<file path="src/rtl/dvp_pkg.sv">
// Shared types and constants for the DVP camera emulator: FSM states,
// test-pattern selectors and the RGB565 colour-bar palette.
package dvp_pkg;

  typedef enum logic [1:0] {
    PAT_BARS  = 2'd0,
    PAT_RAMP  = 2'd1,
    PAT_SOLID = 2'd2,
    PAT_COUNT = 2'd3
  } pattern_e;

  typedef enum logic [2:0] {
    IDLE   = 3'd0,
    VSYNC  = 3'd1,
    VBACK  = 3'd2,
    ACTIVE = 3'd3,
    VFRONT = 3'd4
  } state_e;

  localparam logic [15:0] RGB_WHITE   = 16'hFFFF;
  localparam logic [15:0] RGB_YELLOW  = 16'hFFE0;
  localparam logic [15:0] RGB_CYAN    = 16'h07FF;
  localparam logic [15:0] RGB_GREEN   = 16'h07E0;
  localparam logic [15:0] RGB_MAGENTA = 16'hF81F;
  localparam logic [15:0] RGB_RED     = 16'hF800;
  localparam logic [15:0] RGB_BLUE    = 16'h001F;
  localparam logic [15:0] RGB_BLACK   = 16'h0000;

  // Bar index 0 is the leftmost bar.
  function automatic logic [15:0] bar_rgb(input logic [2:0] idx);
    case (idx)
      3'd0:    return RGB_WHITE;
      3'd1:    return RGB_YELLOW;
      3'd2:    return RGB_CYAN;
      3'd3:    return RGB_GREEN;
      3'd4:    return RGB_MAGENTA;
      3'd5:    return RGB_RED;
      3'd6:    return RGB_BLUE;
      default: return RGB_BLACK;
    endcase
  endfunction

  function automatic int max_int(input int a, input int b);
    return (a > b) ? a : b;
  endfunction

endpackage

</file>
<file path="src/rtl/dvp_cam_emulator_pixel_gen.sv">
// Registered pixel-byte lookup: turns (x, byte half, pattern) into the
// next cam_data byte one clk ahead of the slot edge that presents it.
module dvp_pixel_gen
  import dvp_pkg::*;
#(
  parameter int H_ACTIVE = 640,
  parameter int XW       = $clog2(H_ACTIVE)
) (
  input  logic          clk,
  input  logic          reset,
  input  logic [XW-1:0] x,
  input  logic          lo,
  input  pattern_e      pattern,
  input  logic [15:0]   solid,
  input  logic [7:0]    count,
  output logic [7:0]    data
);

  localparam int BAR_W = H_ACTIVE / 8;

  logic [6:0]  past_edge;
  logic [2:0]  bar_idx;
  logic [7:0]  g;
  logic [15:0] pixel;
  logic [7:0]  byte_next;

  // Thermometer of bar boundaries avoids dividing x by a non-power-of-2 width.
  generate
    for (genvar gi = 0; gi < 7; gi++) begin : g_bar_edge
      assign past_edge[gi] = (int'(x) >= (gi + 1) * BAR_W);
    end
  endgenerate

  always_comb begin
    bar_idx = 3'd0;
    for (int i = 0; i < 7; i++) begin
      if (past_edge[i]) bar_idx = 3'(i + 1);
    end
  end

  assign g = 8'(x);

  always_comb begin
    pixel = solid;
    case (pattern)
      PAT_BARS: pixel = bar_rgb(bar_idx);
      PAT_RAMP: pixel = {g[7:3], g[7:2], g[7:3]};
      default:  pixel = solid;
    endcase
    byte_next = lo ? pixel[7:0] : pixel[15:8];
    if (pattern == PAT_COUNT) byte_next = count;
  end

  always_ff @(posedge clk) begin
    if (reset) data <= 8'h00;
    else       data <= byte_next;
  end

endmodule

</file>
<file path="src/rtl/dvp_cam_emulator.sv">
// OV7670-style DVP transmitter: emits RGB565 test-pattern frames on
// cam_pclk/cam_vsync/cam_href/cam_data with pclk = clk/2.
module dvp_cam_emulator
  import dvp_pkg::*;
#(
  parameter int H_ACTIVE    = 640,
  parameter int V_ACTIVE    = 480,
  parameter int H_BLANK     = 288,
  parameter int VSYNC_LINES = 3,
  parameter int V_BACK      = 17,
  parameter int V_FRONT     = 10
) (
  input  logic        clk,
  input  logic        reset,
  input  logic        enable,
  input  logic [1:0]  pattern_sel,
  input  logic [15:0] solid_rgb,
  output logic        cam_pclk,
  output logic        cam_vsync,
  output logic        cam_href,
  output logic [7:0]  cam_data,
  output logic        frame_done,
  output logic        busy
);

  localparam int ACTIVE_BYTES = 2 * H_ACTIVE;
  localparam int LINE_BYTES   = ACTIVE_BYTES + H_BLANK;
  localparam int BW           = $clog2(LINE_BYTES);
  localparam int MAX_LINES    = max_int(max_int(VSYNC_LINES, V_BACK), max_int(V_ACTIVE, V_FRONT));
  localparam int LW           = $clog2(MAX_LINES + 1);
  localparam int XW           = $clog2(H_ACTIVE);

  state_e          state_reg, state_next;
  logic [BW-1:0]   byte_reg, byte_next;
  logic [LW-1:0]   line_reg, line_next, last_line;
  logic            frame_end;
  logic            slot_edge;
  logic            href_next;
  logic [7:0]      count_reg;
  pattern_e        pattern_reg;
  logic [15:0]     solid_reg;
  logic [7:0]      pixel_byte;

  // Counters describe the slot currently on the pins; *_next is the slot
  // that will be presented at the next pclk-falling edge.
  assign slot_edge = (state_reg == IDLE) || cam_pclk;
  assign busy      = (state_reg != IDLE);

  always_comb begin
    case (state_reg)
      VSYNC:   last_line = LW'(VSYNC_LINES - 1);
      VBACK:   last_line = LW'(V_BACK - 1);
      ACTIVE:  last_line = LW'(V_ACTIVE - 1);
      default: last_line = LW'(V_FRONT - 1);
    endcase
  end

  always_comb begin
    state_next = state_reg;
    byte_next  = byte_reg;
    line_next  = line_reg;
    frame_end  = 1'b0;
    if (state_reg == IDLE) begin
      byte_next = '0;
      line_next = '0;
      if (enable) state_next = VSYNC;
    end else if (byte_reg == BW'(LINE_BYTES - 1)) begin
      byte_next = '0;
      if (line_reg == last_line) begin
        line_next = '0;
        case (state_reg)
          VSYNC:  state_next = VBACK;
          VBACK:  state_next = ACTIVE;
          ACTIVE: state_next = VFRONT;
          default: begin
            frame_end  = 1'b1;
            state_next = enable ? VSYNC : IDLE;
          end
        endcase
      end else begin
        line_next = line_reg + LW'(1);
      end
    end else begin
      byte_next = byte_reg + BW'(1);
    end
  end

  assign href_next = (state_next == ACTIVE) && (byte_next < BW'(ACTIVE_BYTES));

  dvp_pixel_gen #(
    .H_ACTIVE (H_ACTIVE),
    .XW       (XW)
  ) u_pixel_gen (
    .clk     (clk),
    .reset   (reset),
    .x       (XW'(byte_next >> 1)),
    .lo      (byte_next[0]),
    .pattern (pattern_reg),
    .solid   (solid_reg),
    .count   (count_reg),
    .data    (pixel_byte)
  );

  always_ff @(posedge clk) begin
    if (reset) begin
      state_reg   <= IDLE;
      byte_reg    <= '0;
      line_reg    <= '0;
      cam_pclk    <= 1'b0;
      cam_vsync   <= 1'b0;
      cam_href    <= 1'b0;
      cam_data    <= 8'h00;
      frame_done  <= 1'b0;
      count_reg   <= 8'h00;
      pattern_reg <= PAT_BARS;
      solid_reg   <= 16'h0000;
    end else begin
      cam_pclk   <= (state_reg == IDLE) ? 1'b0 : ~cam_pclk;
      frame_done <= 1'b0;
      if (slot_edge) begin
        state_reg  <= state_next;
        byte_reg   <= byte_next;
        line_reg   <= line_next;
        cam_vsync  <= (state_next == VSYNC);
        cam_href   <= href_next;
        cam_data   <= href_next ? pixel_byte : 8'h00;
        frame_done <= frame_end;
        // Frame start: pattern is frozen for the whole frame.
        if (state_next == VSYNC && state_reg != VSYNC) begin
          pattern_reg <= pattern_e'(pattern_sel);
          solid_reg   <= solid_rgb;
          count_reg   <= 8'h00;
        end else if (href_next) begin
          count_reg <= count_reg + 8'h01;
        end
      end
    end
  end

endmodule
</file>
<file path="config.mk">
export PLATFORM = sky130hd
export DESIGN_NAME = dvp_cam_emulator
export DESIGN_NICKNAME = d
export VERILOG_FILES = /design/src/rtl/dvp_pkg.sv /design/src/rtl/dvp_cam_emulator_pixel_gen.sv /design/src/rtl/dvp_cam_emulator.sv
export SDC_FILE = /design/constraint.sdc
export NUM_CORES = 1
export LEC_CHECK = 0
export BUFFER_PORTS_ARGS = -buffer_cell sky130_fd_sc_hd__buf_2
export CAP_MARGIN = 20
export CELL_PAD_IN_SITES_DETAIL_PLACEMENT = 0
export CELL_PAD_IN_SITES_GLOBAL_PLACEMENT = 2
export CORE_ASPECT_RATIO = 2
export CORE_MARGIN = 3
export CORE_UTILIZATION = 35
export DETAILED_ROUTE_END_ITERATION = 10
export GPL_TIMING_DRIVEN = 0
export PLACE_DENSITY_LB_ADDON = 0.1
export SLEW_MARGIN = 20
export SYNTH_ARGS = -nofsm -noshare
export SYNTH_HDL_FRONTEND = slang
export SYNTH_SLANG_ARGS = --single-unit
</file>
<file path="constraint.sdc">
create_clock -name clk -period 4.07 [get_ports clk]
set_clock_uncertainty 0.15 [all_clocks]
set_input_delay 0.6105 -clock clk [delete_from_list [all_inputs] [get_ports clk]]
set_output_delay 0.6105 -clock clk [all_outputs]
set_load 0.02 [all_outputs]
</file>
Word-level counts from Yosys, hierarchy flattened
Index checks and enable logic that the tools add are counted.

Register bits after elaboration: 69. Latch bits: 0. Memory bits (writable): 0. Bits in read-only memories: 0. Bits of input ports: 21. Output and inout port bits: 13. Logic and storage cells: 85. Memories: 0.

$add $sub $neg: 3. Multipliers: 0. Divide/modulo/power cells: 0. Magnitude comparators: 8. Eq/ne operators: 16. Shift operators: 0. Muxes and demuxes: 27. Bitwise operators: 4. Reductions and logical operators: 15.

Operator list (count): case mux 16 bit (7 select lines) (1); two-way mux 8 bit (5); case mux 16 bit (2 select lines) (1); greater-or-equal comparator 10 x 9 -> 1 bit (second input constant) (3); two-way mux 9 bit (3); case mux 9 bit (3 select lines) (1); two-way mux 3 bit (8); two-way mux 11 bit (2); greater-or-equal comparator 10 x 8 -> 1 bit (second input constant) (2); == test 3 x 2 -> 1 bit (second input constant) (5); adder 11 x 1 -> 11 bit (second input constant) (1); == test 11 bit (second input constant) (1); less-than comparator 11 bit (second input constant) (1); greater-or-equal comparator 10 bit (second input constant) (1); greater-or-equal comparator 10 x 7 -> 1 bit (second input constant) (1); adder 9 x 1 -> 9 bit (second input constant) (1); == test 3 x 1 -> 1 bit (second input constant) (3); == test 3 bit (second input constant) (3); == test 9 bit (1); case mux 3 bit (3 select lines) (1); adder 8 x 1 -> 8 bit (second input constant) (1); logical NOT 3 bit (2); AND reduction 2 bit (3); OR reduction 5 bit (1); other kinds (13) (21).

Longest topological paths before layout
Depth after elaboration: 16. Gate-level depth with buffers: 11. Depth with buffers taken out: 9.

Cells and area by module
A second synthesis with hierarchy kept.

Cell total of the unflattened synthesis: 451. Area total of the unflattened synthesis: 3876.2 um^2.

Modules (own cells, without submodules): dvp_cam_emulator (instances 1, cells each 361, area each 3170.5 um^2, sequential area each 1221.2 um^2); dvp_pixel_gen (instances 1, cells each 90, area each 705.7 um^2, sequential area each 160.2 um^2).

Worst setup path before layout
OpenSTA, ideal clock, no wires.

Path type: register to register. Start point: register byte_reg[0]. End point: register pattern_reg[0]. Library setup time: 0.128 ns. Data arrival time: 2.624 ns. Data required time: 3.792 ns. Slack: 1.168 ns. Cell stages (with the launch flop): 11. Buffers on the path: 3. Period minus slack after synthesis: 2.902 ns. Cells stage by stage: dfxtp_1 > ha_1 > and4_1 > buf_2 > nand4_1 > a2111o_1 > o31ai_2 > buf_4 > buf_4 > mux2i_1 > nor2_1.

Longest elaborated chain between the ends: 6.

RTL lines: from (decl) (line dvp_cam_emulator.sv:34) `logic [BW-1:0] byte_reg, byte_next;`; from (signal assigned) (line dvp_cam_emulator.sv:122) `byte_reg <= byte_next;`; == test 11 bit (line dvp_cam_emulator.sv:67) `end else if (byte_reg == BW'(LINE_BYTES - 1)) begin`; two-way mux 3 bit (line dvp_cam_emulator.sv:67); two-way mux 3 bit (line dvp_cam_emulator.sv:63) `if (state_reg == IDLE) begin`; == test 3 x 1 -> 1 bit (line dvp_cam_emulator.sv:129) `if (state_next == VSYNC && state_reg != VSYNC) begin`; logical AND 1 bit (line dvp_cam_emulator.sv:129); AND reduction 2 bit (no line); to (signal assigned) (line dvp_cam_emulator.sv:130) `pattern_reg <= pattern_e'(pattern_sel);`; to (decl) (line dvp_cam_emulator.sv:40) `pattern_e pattern_reg;`.

Every way passes these cells. A chain may end at the register's enable or synchronous reset.

Final worst setup path
Start point: register byte_reg[0]. End point: register u_pixel_gen.data[4].

Longest elaborated chain between the ends: 16. Elaborated cells on any way between the ends: 29. Classes of those cells: add/sub: 1; order compare: 7; eq/ne: 7; mux: 13; reduce/logical: 1.

RTL lines: adder 11 x 1 -> 11 bit or == test 11 bit (tied branches) (line dvp_cam_emulator.sv:84, dvp_cam_emulator.sv:67); two-way mux 11 bit * (line dvp_cam_emulator.sv:67); two-way mux 11 bit * (line dvp_cam_emulator.sv:63); greater-or-equal comparator 10 x 7 -> 1 bit (line dvp_cam_emulator_pixel_gen.sv:30) `assign past_edge[gi] = (int'(x) >= (gi + 1) * BAR_W);`; two-way mux 1 bit (line dvp_cam_emulator_pixel_gen.sv:37) `if (past_edge[i]) bar_idx = 3'(i + 1);`; two-way mux 2 bit (2 in series) (line dvp_cam_emulator_pixel_gen.sv:37); two-way mux 3 bit (4 in series) (line dvp_cam_emulator_pixel_gen.sv:37); == test 3 bit (tied with other cells) (line dvp_pkg.sv:31) `case (idx)`; case mux 16 bit (7 select lines) (line dvp_pkg.sv:31); case mux 16 bit (2 select lines) (line dvp_cam_emulator_pixel_gen.sv:45) `case (pattern)`; two-way mux 8 bit * (line dvp_cam_emulator_pixel_gen.sv:50) `byte_next = lo ? pixel[7:0] : pixel[15:8];`; two-way mux 8 bit * (line dvp_cam_emulator_pixel_gen.sv:51) `if (pattern == PAT_COUNT) byte_next = count;`; to (signal assigned) (line dvp_cam_emulator_pixel_gen.sv:56) `else data <= byte_next;`; to (decl) (line dvp_cam_emulator_pixel_gen.sv:16) `output logic [7:0] data`.

Every way passes the cells marked *; elsewhere a longest branch is shown, timed or not.

==> results by group <==
Synth
  – Sequential fraction of the synthesis area: 0.372
  – Synthesized flop and latch total: 69
  – Syn nets: 491
  – Distinct cells, synth: 65
  – Post-synth EDFFs: 0
  – Avg Cell Area, Syn: 7.95 um2
  – Synthesis warning total: 0
  – Dominant cell type by area after synthesis: dfxtp_1
  – Async SR Flop Fraction: 0
  – Netlist Area Pre-Place: 3710 um2
  – Commonest register cell after synthesis: dfxtp_1
  – Synth area leaders: dfxtp_1 (37%), nor2_1 (7.1%), mux2i_1 (5.7%)
  – Cells after synthesis: 467
  – Area share of the largest cell type after synthesis: 0.372

Power and ir drop
  – Final total power: 1.64 mW
  – Sequential Power Share: 0.436
  – Comb power frac: 0.095
  – VDD IR max: 0.000210 V
  – Switch Pwr: 0.456 mW
  – Internal power: 1.18 mW
  – Switching share of power: 0.279
  – Power density over the cells: 376 nW/um2
  – Leakage: 1.59 nW
  – Clock share of power: 0.468

Floorplan
  – FP Rows: 52
  – Die Footprint: 12,000 um2
  – Die W: 78.9 um
  – I/O Pins: 34
  – Starting density of the core: 0.364
  – Core area: 10,200 um2
  – Chip height: 152 um

Route
  – Via count: 3,633
  – DRT iter0 DRCs: 252
  – Routed wire length: 11.7 mm
  – Vias per cell: 5.59
  – Antenna-violating nets left: 0
  – # DRC: 0
  – DR pass1 iterations: 4
  – Wire length per cell: 18.0 um

Clock network
  – TritonCTS Buffers: 9
  – CTS H-tree depth: 3
  – Post-CTS Resized: 0
  – Post-CTS setup buffers: 0
  – CTS tree: done
  – Root Driver: clkbuf_16
  – Cts hold-fix bufs: 0
  – Clock sink total: 69
  – Clk Latency, worst-skew pair: 0.34 ns
  – Worst-path clk slew: 0.06 ns
  – Clock tree buffer depth: 2

Global routing
  – Grt total ovfl: 0
  – Vias in the first global route: 3,665
  – Pin count of the biggest net entering global routing: 16
  – GRT Total Usage: 0.210
  – First-pass GRT wire length: 19.0 mm
  – Initial antenna violation count: 0

Timing
  – Final worst path period need: 3.59 ns
  – Fin Setup TNS: 0 ns
  – Slew headroom: 0.548
  – RSZ-0062 raised after global routing: false
  – Fin. max-slew vios: 0
  – Final hold vios: 0
  – Final worst-path cycle share: 0.883
  – Achievable frequency: 0.278 GHz
  – Final setup viols: 0
  – Worst-margin pin slew: 0.676 ns

Cells and area
  – Filler Cells Inserted: 1,084
  – Share of layout cells above drive strength 1: 0.134
  – Layout area overhead: 17.0%
  – Max FFs per register: 16
  – Final net count: 534
  – N_diodes: 0

Worst setup path
  – CP endpoint kind: register
  – Largest fanout on the critical path: 9
  – Crit path kind: reg -> reg
  – CP Data Arrival Time: 3.63 ns
  – WP data required: 4.11 ns
  – Critical Path Start Type: register

Placed design
  – RD Place Congestion: 0.891
  – IO Port Bufs: 32
  – Hpwl dp: 9.03 mm

Flow run
  – Max-cap violation count: 0

Worst hold path
  – Worst min-delay path category: reg -> reg

Status
  – Status: completed
-- cells in the final DEF, fill, tap and decap left out, types with 12 or more instances in the layout --
cell and instances:
a21oi_1 32, buf_2 38, clkbuf_1 25, dfxtp_1 69, mux2i_1 21, nand2_1 45, nand3_1 19, nand4_1 13
nor2_1 70, o21ai_0 16, xnor2_1 12
-- area by class of cell --
type | instances | area (um2) | share of cell area
multi-input cells | 357 | 2180 | 0.501
flip-flops and latches | 69 | 1380 | 0.318
clock buffers | 9 | 225 | 0.0518
well taps | 135 | 169 | 0.0389
repair buffers | 32 | 160 | 0.0369
plain buffers | 35 | 146 | 0.0337
clock inverters | 7 | 63.8 | 0.0147
inverters | 6 | 22.5 | 0.00518
-- layer usage --
layer  track usage  vias up  share of wire
li1              -     1787              -
met2         0.389       93           0.55
met5             0        -              0
met3        0.0373       43          0.037
met4         0.132        0          0.051
met1         0.212     1710           0.36
-- cells by family after synthesis --
logic type,Yosys count,synth area share
AND/OR/NAND/NOR,203,0.264
AO/OA/AOI/OAI,107,0.197
flip-flops,69,0.372
buffers and inverters,41,0.0455
XOR/XNOR,22,0.0519
multiplexers,21,0.0566
adder cells (fa/ha/maj),4,0.0128
-- final timing paths --
kind                       startpoint             endpoint  slack (ns)  cells past startpoint
setup reg to reg          byte_reg[0]  u_pixel_gen.data[4]        0.48                     10
hold / removal    u_pixel_gen.data[0]          cam_data[0]        0.29                      1
setup / recovery          byte_reg[0]  u_pixel_gen.data[4]        0.48                     10
hold reg to reg   u_pixel_gen.data[0]          cam_data[0]        0.29                      1
-- worst max-delay path, stage by stage, from the launching register on --
cell     delay, ns
dfxtp_1       0.48
ha_1          0.35
and4_1        0.22
buf_2         0.18
nand4_1       0.31
nand2_1       0.37
nor2_1        0.18
a221o_1       0.38
a41oi_2       0.31
nor2_1        0.10
nor4_1        0.39
-- cell usage after synthesis (5+ instances only) --
cell      number
nor3_1        12
nand3_1       19
a22o_1         8
inv_1          5
xor2_1        10
nand4_1       13
o21ai_0       16
nand2_1       45
nor4_1         7
and3_1         5
buf_2          6
clkbuf_1      25
dfxtp_1       69
a21oi_1       32
xnor2_1       12
a221oi_1       5
mux2i_1       21
nor2_1        70
-- power groups by stage --
stage / clock [mW] / combinational (mW) / sequential, mW
6_report: 0.766 / 0.156 / 0.714
4_1_cts: 0.783 / 0.157 / 0.714
2_1_floorplan: 0 / 0.103 / 0.724
5_1_grt: 0.821 / 0.174 / 0.716
3_5_place_dp: 0 / 0.156 / 0.729
3_3_place_gp: 0 / 0.156 / 0.728
-- per-stage QoR --
step | util | hold WS, ns | area (um2) | instances | setup slack (ns)
2_1_floorplan | - | 0.270 | 3710 | 467 | 1.17
3_3_place_gp | 0.396 | 0.274 | 4040 | 634 | 0.181
3_5_place_dp | 0.396 | 0.280 | 4040 | 634 | 0.247
4_1_cts | 0.424 | 0.294 | 4330 | 650 | 0.202
5_1_grt | 0.425 | 0.312 | 4350 | 650 | 0.213
6_report | 0.425 | 0.290 | 4350 | 650 | 0.476
(Power assumes the default switching activity.)
